[src/rtl/gate_stimulus_gen_pkg.sv]
// Shared types and constants for the gate stimulus sequencer.
package gate_stim_pkg;

    typedef enum logic [1:0] {
        IDLE = 2'd0,
        RUN  = 2'd1,
        DONE = 2'd2
    } state_t;

    localparam int unsigned NUM_VECTORS = 4;

    typedef logic [1:0] vec_t;

endpackage

[src/rtl/gate_stimulus_gen_hold_timer.sv]
// Hold timer: counts 0..HOLD_CYCLES-1 while enabled, pulses tc_o on the last count.
module gate_hold_timer #(
    parameter int unsigned HOLD_CYCLES = 40
) (
    input  logic clk_i,
    input  logic rst_i,
    input  logic clr_i,
    input  logic en_i,
    output logic tc_o
);

    localparam int unsigned CW = $clog2(HOLD_CYCLES + 1);

    logic [CW-1:0] cnt_q, cnt_d;

    assign tc_o = en_i && !clr_i && (cnt_q == CW'(HOLD_CYCLES - 1));

    always_comb begin
        cnt_d = cnt_q;
        if (clr_i) begin
            cnt_d = '0;
        end else if (en_i) begin
            cnt_d = tc_o ? '0 : cnt_q + CW'(1);
        end
    end

    always_ff @(posedge clk_i or posedge rst_i) begin
        if (rst_i) begin
            cnt_q <= '0;
        end else begin
            cnt_q <= cnt_d;
        end
    end

endmodule

[src/rtl/gate_stimulus_gen.sv]
// Stimulus sequencer sweeping {B,A} through 00,01,10,11 for a programmable hold and pass count.
module gate_stimulus_gen
    import gate_stim_pkg::*;
#(
    parameter int unsigned HOLD_CYCLES = 40,
    parameter int unsigned NUM_PASSES  = 1
) (
    input  logic       iClk,
    input  logic       iRst,
    input  logic       iStart,
    input  logic       iPause,
    output logic       oA,
    output logic       oB,
    output logic       oBusy,
    output logic       oDone,
    output logic [1:0] oVecIdx,
    output logic [7:0] oPassCnt
);

    localparam vec_t       LAST_VEC = vec_t'(NUM_VECTORS - 1);
    localparam logic [7:0] PASSES   = 8'(NUM_PASSES);

    state_t     state_q, state_d;
    vec_t       vec_q, vec_d;
    logic [7:0] pass_q, pass_d;
    logic       busy_q, busy_d;
    logic       done_q, done_d;
    logic [7:0] pass_inc;
    logic       start_take;
    logic       run_en;
    logic       tc;

    assign start_take = (state_q != RUN) && iStart;
    assign run_en     = (state_q == RUN) && !iPause;
    assign pass_inc   = pass_q + 8'd1;

    gate_hold_timer #(
        .HOLD_CYCLES(HOLD_CYCLES)
    ) u_timer (
        .clk_i (iClk),
        .rst_i (iRst),
        .clr_i (start_take),
        .en_i  (run_en),
        .tc_o  (tc)
    );

    always_comb begin
        state_d = state_q;
        vec_d   = vec_q;
        pass_d  = pass_q;
        busy_d  = busy_q;
        done_d  = done_q;
        if (start_take) begin
            state_d = RUN;
            vec_d   = '0;
            pass_d  = '0;
            busy_d  = 1'b1;
            done_d  = 1'b0;
        end else if (tc) begin
            if (vec_q == LAST_VEC) begin
                // Wrapping back to 00 also leaves the trailing 00 vector in DONE.
                vec_d  = '0;
                pass_d = pass_inc;
                if (pass_inc == PASSES) begin
                    state_d = DONE;
                    busy_d  = 1'b0;
                    done_d  = 1'b1;
                end
            end else begin
                vec_d = vec_q + vec_t'(1);
            end
        end
    end

    always_ff @(posedge iClk or posedge iRst) begin
        if (iRst) begin
            state_q <= IDLE;
            vec_q   <= '0;
            pass_q  <= '0;
            busy_q  <= 1'b0;
            done_q  <= 1'b0;
        end else begin
            state_q <= state_d;
            vec_q   <= vec_d;
            pass_q  <= pass_d;
            busy_q  <= busy_d;
            done_q  <= done_d;
        end
    end

    assign oA       = vec_q[0];
    assign oB       = vec_q[1];
    assign oVecIdx  = vec_q;
    assign oPassCnt = pass_q;
    assign oBusy    = busy_q;
    assign oDone    = done_q;

endmodule

[config.mk]
export PLATFORM = sky130hd
export DESIGN_NAME = gate_stimulus_gen
export DESIGN_NICKNAME = d
export VERILOG_FILES = /design/src/rtl/gate_stimulus_gen_pkg.sv /design/src/rtl/gate_stimulus_gen_hold_timer.sv /design/src/rtl/gate_stimulus_gen.sv
export SDC_FILE = /design/constraint.sdc
export NUM_CORES = 1
export LEC_CHECK = 0
export ABC_AREA = 1
export ABC_CLOCK_PERIOD_IN_PS = 1410
export BUFFER_PORTS_ARGS = -buffer_cell sky130_fd_sc_hd__buf_4
export CORE_ASPECT_RATIO = 0.7
export CORE_MARGIN = 3
export CORE_UTILIZATION = 49
export DETAILED_ROUTE_END_ITERATION = 16
export PLACE_DENSITY = 0.73
export SYNTH_ARGS = -nofsm -noshare
export SYNTH_HDL_FRONTEND = slang
export SYNTH_SLANG_ARGS = --single-unit
export TNS_END_PERCENT = 30
[constraint.sdc]
create_clock -name iClk -period 1.41 [get_ports iClk]
set_input_delay 0.0705 -clock iClk [delete_from_list [all_inputs] [get_ports iClk]]
set_output_delay 0.0705 -clock iClk [all_outputs]
set_load 0.005 [all_outputs]
==> key figures <==
Critical path
  – Crit Path Class: register to register
  – Maximum fanout along the worst path: 4
  – Setup slack, reg-to-reg: 0.04 ns
  – Required @ worst endpoint: 1.61 ns
  – CP startpoint kind: register
  – Critical Path Sink Type: register
  – CP arrival: 1.56 ns

GRT
  – Antenna violations before repair: 0
  – Overflow after GRT: 0
  – First-pass GRT wire length: 3691 um
  – Pin count of the biggest net entering global routing: 19
  – Total global-route track usage: 0.1895
  – Vias in the first global route: 813

Power and ir drop
  – Peak supply drop: 842.6 uV
  – Share of total power in the clock network: 0.186
  – Switching Share: 0.3151
  – Switching power: 418.3 uW
  – PD cells: 968.0 nW/um^2
  – Comb power frac: 0.305
  – Leakage power: 0.0008022 uW
  – Share of power burned in registers: 0.509
  – Pint: 909.2 uW

Synthesis
  – Yosys top cell area share: 0.4276
  – Synthesized instance count: 135
  – Syn Nets: 143
  – Synth Warn #: 0
  – Syn_area_per_cell: 7.804 sq um
  – Register area share after synthesis: 0.4276
  – Ys async rst share: 1.000
  – Synth area leaders: dfrtp_1, nand2_1, inv_1
  – Cell area after synthesis: 1054 sq um
  – Number of flops mapped to enable cells by yosys: 0
  – Yosys top cell by area: dfrtp_1
  – Synth Register Bits: 18
  – Top_reg_cell synth: dfrtp_1
  – Post-synth cell types: 21

Final layout
  – Final Util: 0.7026
  – FILL cells: 146
  – Final non-filler cell total: 189
  – Share of layout cells above drive strength 1: 0.3114
  – Final Instance Area: 1371 sq um
  – Area delta synth->final: 30.17%
  – Number of diodes: 0
  – Area of the multi-input gates: 535.5 sq um
  – Reg area: 452.9 sq um
  – Post-layout nets: 177

Clock network
  – Clk slew on worst S/H paths: 0.09 ns
  – Clk sinks: 18
  – CTS tree: built
  – Maximum buffer depth of the clock tree: 2
  – Clock latency at the later pin of the worst-skew pair: 0.29 ns
  – Clk root buf: clkbuf_4
  – Total CTS buffers: 3
  – H-tree Lvls: 1

Placed design
  – Placed cell count: 178
  – Placed cell areas: 1239 sq um
  – Placed wire-length estimate: 1729 um
  – I/O Buffers: 17
  – Pre-CTS setup slack: -0.06287 ns
  – RD Place Congestion: 0.8546

Routing
  – DR WL/cell: 12.60 um
  – Vias: 990
  – Drt drc: 0
  – Final wirelength: 2382 um
  – Iteration-0 DRC Markers: 46
  – First drt pass iteration count: 4
  – Antenna Nets Post-Route: 0
  – Routed vias/inst: 5.238

Timing
  – Headroom to the max-slew limit: 0.8306
  – Final worst-path cycle share: 0.9707
  – Finish-stage setup viols: 0
  – Slew @ Worst Pin: 0.2531 ns
  – Fmax: 730.6 MHz
  – Fin. Hold Viols: 0
  – Clk_skew: 0.002791 ns
  – Final Max Tran Viols: 0
  – Post-route minimum period: 1.369 ns
  – Final worst slack: 0.04126 ns
  – RSZ-0062 raised after global routing: yes

Outcome
  – Outcome: finished, final reports clean

Floorplanning
  – I/O pin total: 18
  – Core box area: 1952 sq um
  – Die extent in y: 44.80 um
  – Row cnt: 13
  – Chip width: 61.42 um
  – Die area: 2751 sq um
  – Initial Util: 0.5397

Hold path
  – Hold WC Path Type: input port to register

Job
  – Maximum capacitance violations: 0
[synth_stat cells (2+ instances only)]
cell,instances
o21ai_0,10
nor2_1,9
nand2_1,34
a21oi_1,2
o22ai_1,2
nand3_1,13
nand4_1,4
inv_2,3
nor3_1,2
buf_4,2
dfrtp_1,18
ha_1,4
inv_1,22
xor2_1,3
[cells by family (layout without fill, tap and decap cells)]
logic type	after synthesis	count (layout)	synth area share
and+or+nand+nor	66	66	0.2898
buffers and inverters	27	59	0.1033
DFF	18	18	0.4276
AOI/OAI and AO/OA	17	17	0.1069
adders and majority gates	4	4	0.04751
xor gates and xnor gates	3	3	0.02495
[registers in the layout, summed over array words and instances, names as in the netlist]
signal and flops:
oDone 1, oPassCnt 8, oVecIdx 2, state_q 1, u_timer.cnt_q 6
[through the flow]
step,setup TNS (ns),hold slack [ns],power (uW)
after global routing,-0.1271,0.1158,1430
after CTS,-0.01315,0.1142,1307
final,0,0.1229,1327
after detailed placement,-0.2559,0.1137,998.9
after floorplan,0,0.009070,913.7
after global placement,-0.09947,0.1083,985.1
[power by group through the flow]
stage	clock, uW	sequential, uW	combinational (uW)
3_5_place_dp	0	691	308
2_1_floorplan	0	676	238
4_1_cts	259	676	371
5_1_grt	293	684	454
6_report	247	675	405
3_3_place_gp	0	687	298
[placed cells by master, fill, tap and decap left out, drive strengths merged]
| cell type | Yosys | final |
|---|---|---|
| xor2 | 3 | 3 |
| o21ai | 11 | 11 |
| o21bai | 1 | 1 |
| nand3 | 14 | 14 |
| ha | 4 | 4 |
| nor2 | 10 | 10 |
| dfrtp | 18 | 18 |
| clkbuf | 0 | 3 |
| a21oi | 3 | 3 |
| nor3 | 3 | 3 |
| nand4 | 4 | 4 |
| nand2 | 35 | 35 |
| inv | 25 | 25 |
| o22ai | 2 | 2 |
| dlygate4sd3 | 0 | 1 |
| buf | 2 | 30 |
[final cells by class]
class,count,area share
clock buffers,3,0.01642
inverters,25,0.06843
multi-input cells,90,0.3905
flip-flops and latches,18,0.3303
well taps,22,0.02007
repair buffers,31,0.1743
[worst max-delay path: stages (launching register included)]
cell	delay [ns]
dfrtp_1	0.42
buf_4	0.17
inv_2	0.08
ha_1	0.15
nand3_1	0.09
nor2_1	0.13
nand4_1	0.13
nand2_1	0.08
inv_1	0.03
[worst paths after layout]
| path | start | depth (start not counted) | to |
|---|---|---|---|
| setup reg to reg | oPassCnt[0] | 8 | state_q[0] |
| hold reg to reg | u_timer.cnt_q[5] | 2 | u_timer.cnt_q[5] |
| max in group asynchronous | iRst | 4 | oDone |
| hold / removal | iStart | 4 | u_timer.cnt_q[1] |
| setup / recovery | oPassCnt[0] | 8 | state_q[0] |
| min in group asynchronous | iRst | 4 | oPassCnt[6] |
[per-layer routing]
layer / global-route usage / wire length (um)
met3: 0.06857 / 161
met1: 0.2857 / 1179
met5: 0 / 0
met2: 0.2679 / 1029
met4: 0.02542 / 11
[timing repair]
action	4_1_cts	5_1_grt
resized for setup	6	14
hold buffers	1	0
buffers inserted	5	2
pin swaps	7	4
endpoints found under the hold margin	18	0
endpoints found under the setup margin	10	13
Power figures use the tool's default switching activity.
